$ cat config.mk
export PLATFORM = sky130hd
export DESIGN_NAME = reset_sequencer
export DESIGN_NICKNAME = d
export VERILOG_FILES = /design/src/rtl/reset_sequencer.sv
export SDC_FILE = /design/constraint.sdc
export NUM_CORES = 1
export LEC_CHECK = 0
export ABC_AREA = 1
export ABC_CLOCK_PERIOD_IN_PS = 2300
export BUFFER_PORTS_ARGS = -buffer_cell sky130_fd_sc_hd__buf_2
export CAP_MARGIN = 25
export CORE_MARGIN = 1
export CORE_UTILIZATION = 50
export DETAILED_ROUTE_END_ITERATION = 10
export PLACE_DENSITY = 0.68
export SYNTH_ARGS = -nofsm -noshare
export SYNTH_HDL_FRONTEND = slang
export SYNTH_SLANG_ARGS = --single-unit
$ cat constraint.sdc
create_clock -name i_clk -period 2.3 [get_ports i_clk]
set_clock_uncertainty 0.2 [all_clocks]
set_input_delay 0.46 -clock i_clk [delete_from_list [all_inputs] [get_ports i_clk]]
set_output_delay 0.46 -clock i_clk [all_outputs]
set_load 0.05 [all_outputs]
$ cat src/rtl/reset_sequencer.sv
// CPU reset sequencer: power-on, button, DTR and watchdog reset sources.
// Holds the CPU in reset for a fixed time and records the reset cause.
module reset_sequencer #(
    parameter int unsigned HOLD_CYCLES = 16,
    parameter int unsigned WDT_CYCLES  = 25000000
) (
    input  logic       i_clk,
    input  logic       i_rst,
    input  logic       i_btn_stb,
    input  logic       i_dtr,
    input  logic       i_wdt_en,
    input  logic       i_wdt_kick,
    output logic       o_cpu_rst,
    output logic [1:0] o_cause,
    output logic [7:0] o_reset_count
);

    localparam int unsigned HW =
        (HOLD_CYCLES > 1) ? $clog2(HOLD_CYCLES) : 1;
    localparam logic [HW-1:0] HOLD_LAST = HW'(HOLD_CYCLES - 1);
    localparam logic [31:0] WDT_LAST = 32'(WDT_CYCLES - 1);

    localparam logic [1:0] CAUSE_POR = 2'd0;
    localparam logic [1:0] CAUSE_BTN = 2'd1;
    localparam logic [1:0] CAUSE_DTR = 2'd2;
    localparam logic [1:0] CAUSE_WDT = 2'd3;

    typedef enum logic [1:0] {
        HOLD     = 2'd0,
        DTR_WAIT = 2'd1,
        RUN      = 2'd2
    } state_t;

    state_t      state;
    state_t      state_next;
    logic [HW-1:0] hold_cnt;
    logic [HW-1:0] hold_next;
    logic [31:0] wdt_cnt;
    logic [31:0] wdt_next;
    logic [1:0]  cause_next;
    logic [7:0]  count_next;
    logic        bump;
    logic        wdt_expire;

    // Watchdog fires on its last count unless serviced in the same cycle.
    assign wdt_expire = (wdt_cnt == WDT_LAST) && i_wdt_en && !i_wdt_kick;

    // Next-state, hold/watchdog counter and cause selection.
    always_comb begin
        state_next = state;
        hold_next  = hold_cnt;
        wdt_next   = '0;
        cause_next = o_cause;
        bump       = 1'b0;
        unique case (state)
            HOLD: begin
                if (i_dtr) begin
                    state_next = DTR_WAIT;
                    cause_next = CAUSE_DTR;
                    hold_next  = '0;
                end else if (hold_cnt == HOLD_LAST) begin
                    state_next = RUN;
                end else begin
                    hold_next = hold_cnt + 1'b1;
                end
            end
            DTR_WAIT: begin
                if (!i_dtr) begin
                    state_next = HOLD;
                    hold_next  = '0;
                end
            end
            RUN: begin
                if (i_dtr) begin
                    state_next = DTR_WAIT;
                    cause_next = CAUSE_DTR;
                    bump       = 1'b1;
                end else if (i_btn_stb) begin
                    state_next = HOLD;
                    cause_next = CAUSE_BTN;
                    hold_next  = '0;
                    bump       = 1'b1;
                end else if (wdt_expire) begin
                    state_next = HOLD;
                    cause_next = CAUSE_WDT;
                    hold_next  = '0;
                    bump       = 1'b1;
                end else if (i_wdt_en && !i_wdt_kick) begin
                    wdt_next = wdt_cnt + 32'd1;
                end
            end
            default: begin
                state_next = HOLD;
                hold_next  = '0;
            end
        endcase
    end

    // Saturating count of resets taken from RUN.
    always_comb begin
        count_next = o_reset_count;
        if (bump && (o_reset_count != 8'hFF)) begin
            count_next = o_reset_count + 8'd1;
        end
    end

    // State and output registers; CPU reset follows the next state.
    always_ff @(posedge i_clk) begin
        if (i_rst) begin
            state         <= HOLD;
            hold_cnt      <= '0;
            wdt_cnt       <= '0;
            o_cpu_rst     <= 1'b1;
            o_cause       <= CAUSE_POR;
            o_reset_count <= 8'd0;
        end else begin
            state         <= state_next;
            hold_cnt      <= hold_next;
            wdt_cnt       <= wdt_next;
            o_cpu_rst     <= (state_next != RUN);
            o_cause       <= cause_next;
            o_reset_count <= count_next;
        end
    end

endmodule

# Word level (Yosys, flattened, before mapping)
# Index checks and enable logic that the tools add are counted.
[word_totals]
word_cells = 56
ff_bits = 49
output_inout_bits = 11
[classes]
eq_ne = 12
reduce_logical = 10
mux = 23
add_sub_neg = 3
n_bitwise = 2
[op_table]
columns = ["op", "n"]
rows = [
  ["32-bit by 1-bit adder with 32-bit output (second input constant)", 1],
  ["32-bit by 25-bit equality test with 1-bit output (second input constant)", 1],
  ["4-bit 2-to-1 mux", 6],
  ["2-bit 2-to-1 mux", 10],
  ["4-bit one-hot mux with 3 select lines", 1],
  ["8-bit by 1-bit adder with 8-bit output (second input constant)", 1],
  ["2-bit inequality test (second input constant)", 4],
  ["8-bit inequality test (second input constant)", 1],
  ["3-bit inequality test (second input constant)", 2],
  ["2-bit one-hot mux with 3 select lines", 1],
  ["6-bit OR reduction", 1],
  ["4-bit by 1-bit adder with 4-bit output (second input constant)", 1],
  ["4-bit equality test (second input constant)", 1],
  ["1-bit logical AND", 4],
  ["1-bit 2-to-1 mux", 4],
  ["4-bit inequality test (second input constant)", 1],
  ["2-bit one-hot mux with 2 select lines", 1],
  ["4-bit AND reduction", 1],
  ["3-bit AND reduction", 1],
  ["2-bit by 1-bit equality test with 1-bit output (second input constant)", 1],
  ["2-bit equality test (second input constant)", 1],
  ["2-bit zero test", 1],
  ["1-bit inverter", 2],
  ["2-bit nonzero test", 1],
  ["1-bit zero test", 1],
]

# Logic depth before layout (Yosys ltp)
[depth]
ltp_word = 8
ltp_mapped = 11
ltp_nobuf = 11

# Worst setup path after synthesis
# No wires, ideal clock.
[synth_path]
path_kind = "reg-to-reg"
startpoint = "reg o_reset_count[0]"
endpoint = "reg o_reset_count[1]"
slack_ps = 360
setup_ps = 114
synth_period_minus_slack_ps = 1940
path_buffers = 0
arrival_ps = 1626
t_required_ps = 1986
stages_incl_launch_ff = 9
path_cell_list = "dfxtp_1 > ha_1 > nand4_1 > nor2_1 > nor2_2 > nand2_4 > clkinv_4 > nor2_1 > nor2_1"
[synth_via]
elab_chain_len = 2
elab_cells_between_ends = 3
classes_between = "1 x add/sub; 1 x eq/ne; 1 x reduce/logical"
[synth_rtl]
columns = ["element", "line", "rtl"]
rows = [
  ["from (decl)", "15", "output logic [7:0] o_reset_count"],
  ["from (signal assigned)", "122", "o_reset_count <= count_next;"],
  ["parallel branches: the longest is 2 deep, another holds 8-bit by 1-bit adder with 8-bit output", "--", ""],
]
# Several ways; the timed one is not identified.
# A chain may end at the register's enable or synchronous reset.

# Final worst setup path
[layout_path]
startpoint = "reg wdt_cnt[0]"
endpoint = "reg wdt_cnt[26]"
[layout_via]
elab_chain_len = 4
elab_cells_between_ends = 5
classes_between = "1 x add/sub; 1 x eq/ne; 3 x reduce/logical"
[layout_rtl]
columns = ["element", "line", "rtl"]
rows = [
  ["from (decl)", "38", "logic [31:0] wdt_cnt;"],
  ["from (signal assigned)", "119", "wdt_cnt <= wdt_next;"],
  ["parallel branches: the longest is 4 deep, another holds 32-bit by 1-bit adder with 32-bit output", "--", ""],
]
# Several ways; the timed one is not identified.

==> results.toml <==
[status]
outcome = "finished clean"

[cts]
cts_sinks = 49
clock_tree.htree_level_count = 2
ctsHoldBuffers = 0
clock_tree_from_tritoncts = "yes"
clock_path_buffers = 2
cts-root-buf = "sky130_fd_sc_hd__clkbuf_8"
postCtsResizedCells = 0
clk-insertion-delay-late_ns = 0.31
cts.clk_slew.worst_paths_ns = 0.09
tritoncts.num_buffers = 5
cts_setup_buffers = 0

[route]
final_routed_wire_length_divided_by_cell_count_um = 12.62
vias = 2569
drt-vias-per-instance = 5.286
first_pass_iters = 5
number_of_nets_with_antenna_violations_after_detailed_routing = 0
drtIter0Drc = 162
route.final.wire_length_um = 6132
drt_drc_violations_left = 0

[timing]
report.final.setup_viol = 0
max_clock_freq_mhz = 505.6
final.min_clock_period_ns = 1.978
final_hold_viol_count = 0
min_period_over_period = 0.8600
timing.final.ws_setup_ns = 0.3220
rsz0062_at_grt = "false"
worst-slew-pin-transition_ns = 0.4510
maxSlewViolCount = 0
worst_slew_margin_rel = 0.6966
holdWs_ns = 0.2747
fin_setup_tns_ns = 0

[grt]
grt_antenna_before_repair = 0
grt_pass1_vias = 2259
gr-usage-all-layers = 0.2267
gr-total-overflow = 0
grt_first_pass_wirelength_um = 10480
maximum_number_of_pins_on_one_net_before_global_route_repair = 16

[die]
number_of_rows_created_at_floorplan = 26
die_w_um = 75.98
initial_core_util = 0.5257
fp.dieH_um = 75.98
fp.coreArea_sq_um = 5205
floorplan.die_area_sq_um = 5773
ios = 17

[synthesis]
synth.top_cell.area_share = 0.3585
synth_enable_flop_cells = 0
post_syn_instances = 392
post_synth_instance_area_sq_um = 2736
yosysUniqueCellTypes = 35
synth_area_leaders = "sky130_fd_sc_hd__dfxtp_1, sky130_fd_sc_hd__nand2_1, sky130_fd_sc_hd__nor2_1, sky130_fd_sc_hd__a21oi_1, sky130_fd_sc_hd__inv_1"
synth_async_sr_flop_share = 0
synth-seq-area-share = 0.3585
syn_avg_cell_area_sq_um = 6.981
yosys_warnings = 0
synth_ff_type = "sky130_fd_sc_hd__dfxtp_1"
synth_fp_nets = 401
postSynthRegisterBits = 49
synth_top_area_cell = "sky130_fd_sc_hd__dfxtp_1"

[setup_path]
critPathMaxFanout = 12
critical_path.endpoint_type = "flip-flop"
worst-endpoint-arrival_ns = 2.00
cp.required_ns = 2.32
rr_worst_depth = 11
critPathKind = "reg -> reg"
cp_cell_sequence = "ha_1 > nand3_4 > nor2_2 > nand3_2 > nor2_4 > nand2_4 > nand4_2 > buf_4 > a21oi_1 > nand2_1 > inv_1"
crit_slowest_cell = "sky130_fd_sc_hd__dfxtp_1"
peak_per_stage_delay_on_the_critical_path_ns = 0.40
timing.critical_path.from_type = "flip-flop"
rr_startpoint = "wdt_cnt[0]"
reg2reg_setup_slack_ns = 0.32
timing.rr.end = "wdt_cnt[26]"

[finish]
layout.nets = 424
layout.core_utilization = 0.5791
fraction_of_layout_cells_with_a_size_suffix_above_1 = 0.1635
area_growth_syn_to_layout_pct = 10.15
stdcell_area_sq_um = 3014
insertedDiodeCount = 0

[place]
hpwlAfterDp_um = 4710
postPlaceCellArea_sq_um = 2903
place.port_buffers = 16
pre_cts_ws_ns = 0.3244
routabilityCongestion = 0.9256

[worst_hold_path]
min_path_cells = 4
hold_path_startpoint = "i_rst"
holdCritPathClass = "in -> reg"
hold-path-endpoint = "hold_cnt[0]"

[pwr]
powerDensity_nw_per_um2 = 506.7
leakagePower_uw = 0.001068
irDropWorstVdd_uv = 243.0

[run]
max_cap_viol_count = 0
[routing by layer]
| metal | vias to the layer above | share of wire | global-route usage |
|---|---|---|---|
| met3 | 11 | 0.054 | 0.04671 |
| met4 | 0 | 0.021 | 0.1000 |
| li1 | 1322 | - | - |
| met2 | 61 | 0.43 | 0.3482 |
| met5 | - | 0 | 0 |
| met1 | 1175 | 0.50 | 0.3072 |
[final cells by class]
type,count,area [sq um]
Clock buffer,6,72.57
Clock inverter,2,38.79
Fill cell,520,2191
Inverter,52,200.2
Timing Repair Buffer,20,110.1
Sequential cell,49,980.9
Tap cell,70,87.58
Multi-Input combinational cell,287,1524
[critical path, delay by kind of cell, from the launching register on]
| family | cells | cell delay [ns] |
|---|---|---|
| flops | 1 | 0.40 |
| compound gates | 1 | 0.06 |
| buf+inv | 2 | 0.24 |
| fa+ha+maj | 1 | 0.26 |
| simple gates | 7 | 0.73 |
[cell families (layout without fill, tap and decap cells)]
family,after synthesis,after routing,share of synthesized area
and+or+nand+nor,229,229,0.4197
buffers and inverters,56,80,0.08459
DFF,49,49,0.3585
AOI/OAI and AO/OA,41,41,0.07864
xor gates and xnor gates,14,14,0.04481
adders and majority gates,3,3,0.01372
[stage by stage]
stage / power (uW) / std cells
floorplan: 903.6 / 392
CTS: 1542 / 486
detailed placement: 918.4 / 478
global route: 1581 / 486
finish: 1527 / 486
global placement: 918.2 / 478
[power by group]
part / switching (uW) / total [uW] / internal (uW) / leakage [uW]
Clock: 301 / 628 / 327 / 0.0000554
Combinational: 30.3 / 44.1 / 13.8 / 0.000617
Sequential: 3.29 / 855 / 852 / 0.000395
Total: 335 / 1530 / 1190 / 0.00107
[worst max-delay path by stage]
stage,startpoint,endpoint,slack [ns],cells after the start
6_report,wdt_cnt[0],wdt_cnt[26],0.32,11
5_1_grt,wdt_cnt[0],wdt_cnt[20],0.16,10
4_1_cts,wdt_cnt[0],wdt_cnt[26],0.31,11
3_5_place_dp,wdt_cnt[0],wdt_cnt[26],0.32,11
3_3_place_gp,wdt_cnt[0],wdt_cnt[26],0.37,11
2_1_floorplan,o_reset_count[0],o_reset_count[1],0.36,8
[flip-flops by register name, summed over array words and instances (netlist names)]
| name | flops |
|---|---|
| hold_cnt | 4 |
| o_cause | 2 |
| o_cpu_rst | 1 |
| o_reset_count | 8 |
| state | 2 |
| wdt_cnt | 32 |
[cells in the final DEF (no fill, tap or decap), types with 2 or more instances in the layout]
| cell type | netlist | layout |
|---|---|---|
| sky130_fd_sc_hd__a21oi_1 | 32 | 32 |
| sky130_fd_sc_hd__a21oi_2 | 2 | 2 |
| sky130_fd_sc_hd__buf_2 | 1 | 16 |
| sky130_fd_sc_hd__buf_4 | 0 | 4 |
| sky130_fd_sc_hd__clkbuf_8 | 0 | 5 |
| sky130_fd_sc_hd__clkinv_4 | 1 | 2 |
| sky130_fd_sc_hd__dfxtp_1 | 49 | 49 |
| sky130_fd_sc_hd__ha_1 | 3 | 3 |
| sky130_fd_sc_hd__inv_1 | 42 | 42 |
| sky130_fd_sc_hd__inv_2 | 8 | 8 |
| sky130_fd_sc_hd__nand2_1 | 89 | 89 |
| sky130_fd_sc_hd__nand2_2 | 2 | 2 |
| sky130_fd_sc_hd__nand2_4 | 2 | 2 |
| sky130_fd_sc_hd__nand3_1 | 21 | 21 |
| sky130_fd_sc_hd__nand3_2 | 4 | 4 |
| sky130_fd_sc_hd__nand3_4 | 2 | 2 |
| sky130_fd_sc_hd__nand4_1 | 15 | 15 |
| sky130_fd_sc_hd__nand4_2 | 3 | 3 |
| sky130_fd_sc_hd__nor2_1 | 51 | 51 |
| sky130_fd_sc_hd__nor2_2 | 7 | 7 |
| sky130_fd_sc_hd__nor2_4 | 3 | 3 |
| sky130_fd_sc_hd__nor3_1 | 13 | 13 |
| sky130_fd_sc_hd__nor3_2 | 5 | 5 |
| sky130_fd_sc_hd__nor3b_1 | 2 | 2 |
| sky130_fd_sc_hd__nor4_1 | 2 | 2 |
| sky130_fd_sc_hd__o21ai_0 | 3 | 3 |
| sky130_fd_sc_hd__o21ai_1 | 3 | 3 |
| sky130_fd_sc_hd__or2_0 | 5 | 5 |
| sky130_fd_sc_hd__xnor2_1 | 6 | 6 |
| sky130_fd_sc_hd__xor2_1 | 8 | 8 |
[cell usage after synthesis, types with 4 or more instances]
cell                      number
sky130_fd_sc_hd__dfxtp_1      49
sky130_fd_sc_hd__xnor2_1       6
sky130_fd_sc_hd__nand3_2       4
sky130_fd_sc_hd__nor3_2        5
sky130_fd_sc_hd__nor2_1       51
sky130_fd_sc_hd__or2_0         5
sky130_fd_sc_hd__nand2_1      89
sky130_fd_sc_hd__inv_1        42
sky130_fd_sc_hd__nor2_2        7
sky130_fd_sc_hd__xor2_1        8
sky130_fd_sc_hd__nor3_1       13
sky130_fd_sc_hd__inv_2         8
sky130_fd_sc_hd__a21oi_1      32
sky130_fd_sc_hd__nand4_1      15
sky130_fd_sc_hd__nand3_1      21
Note: power is estimated with default switching activity, not from simulation.
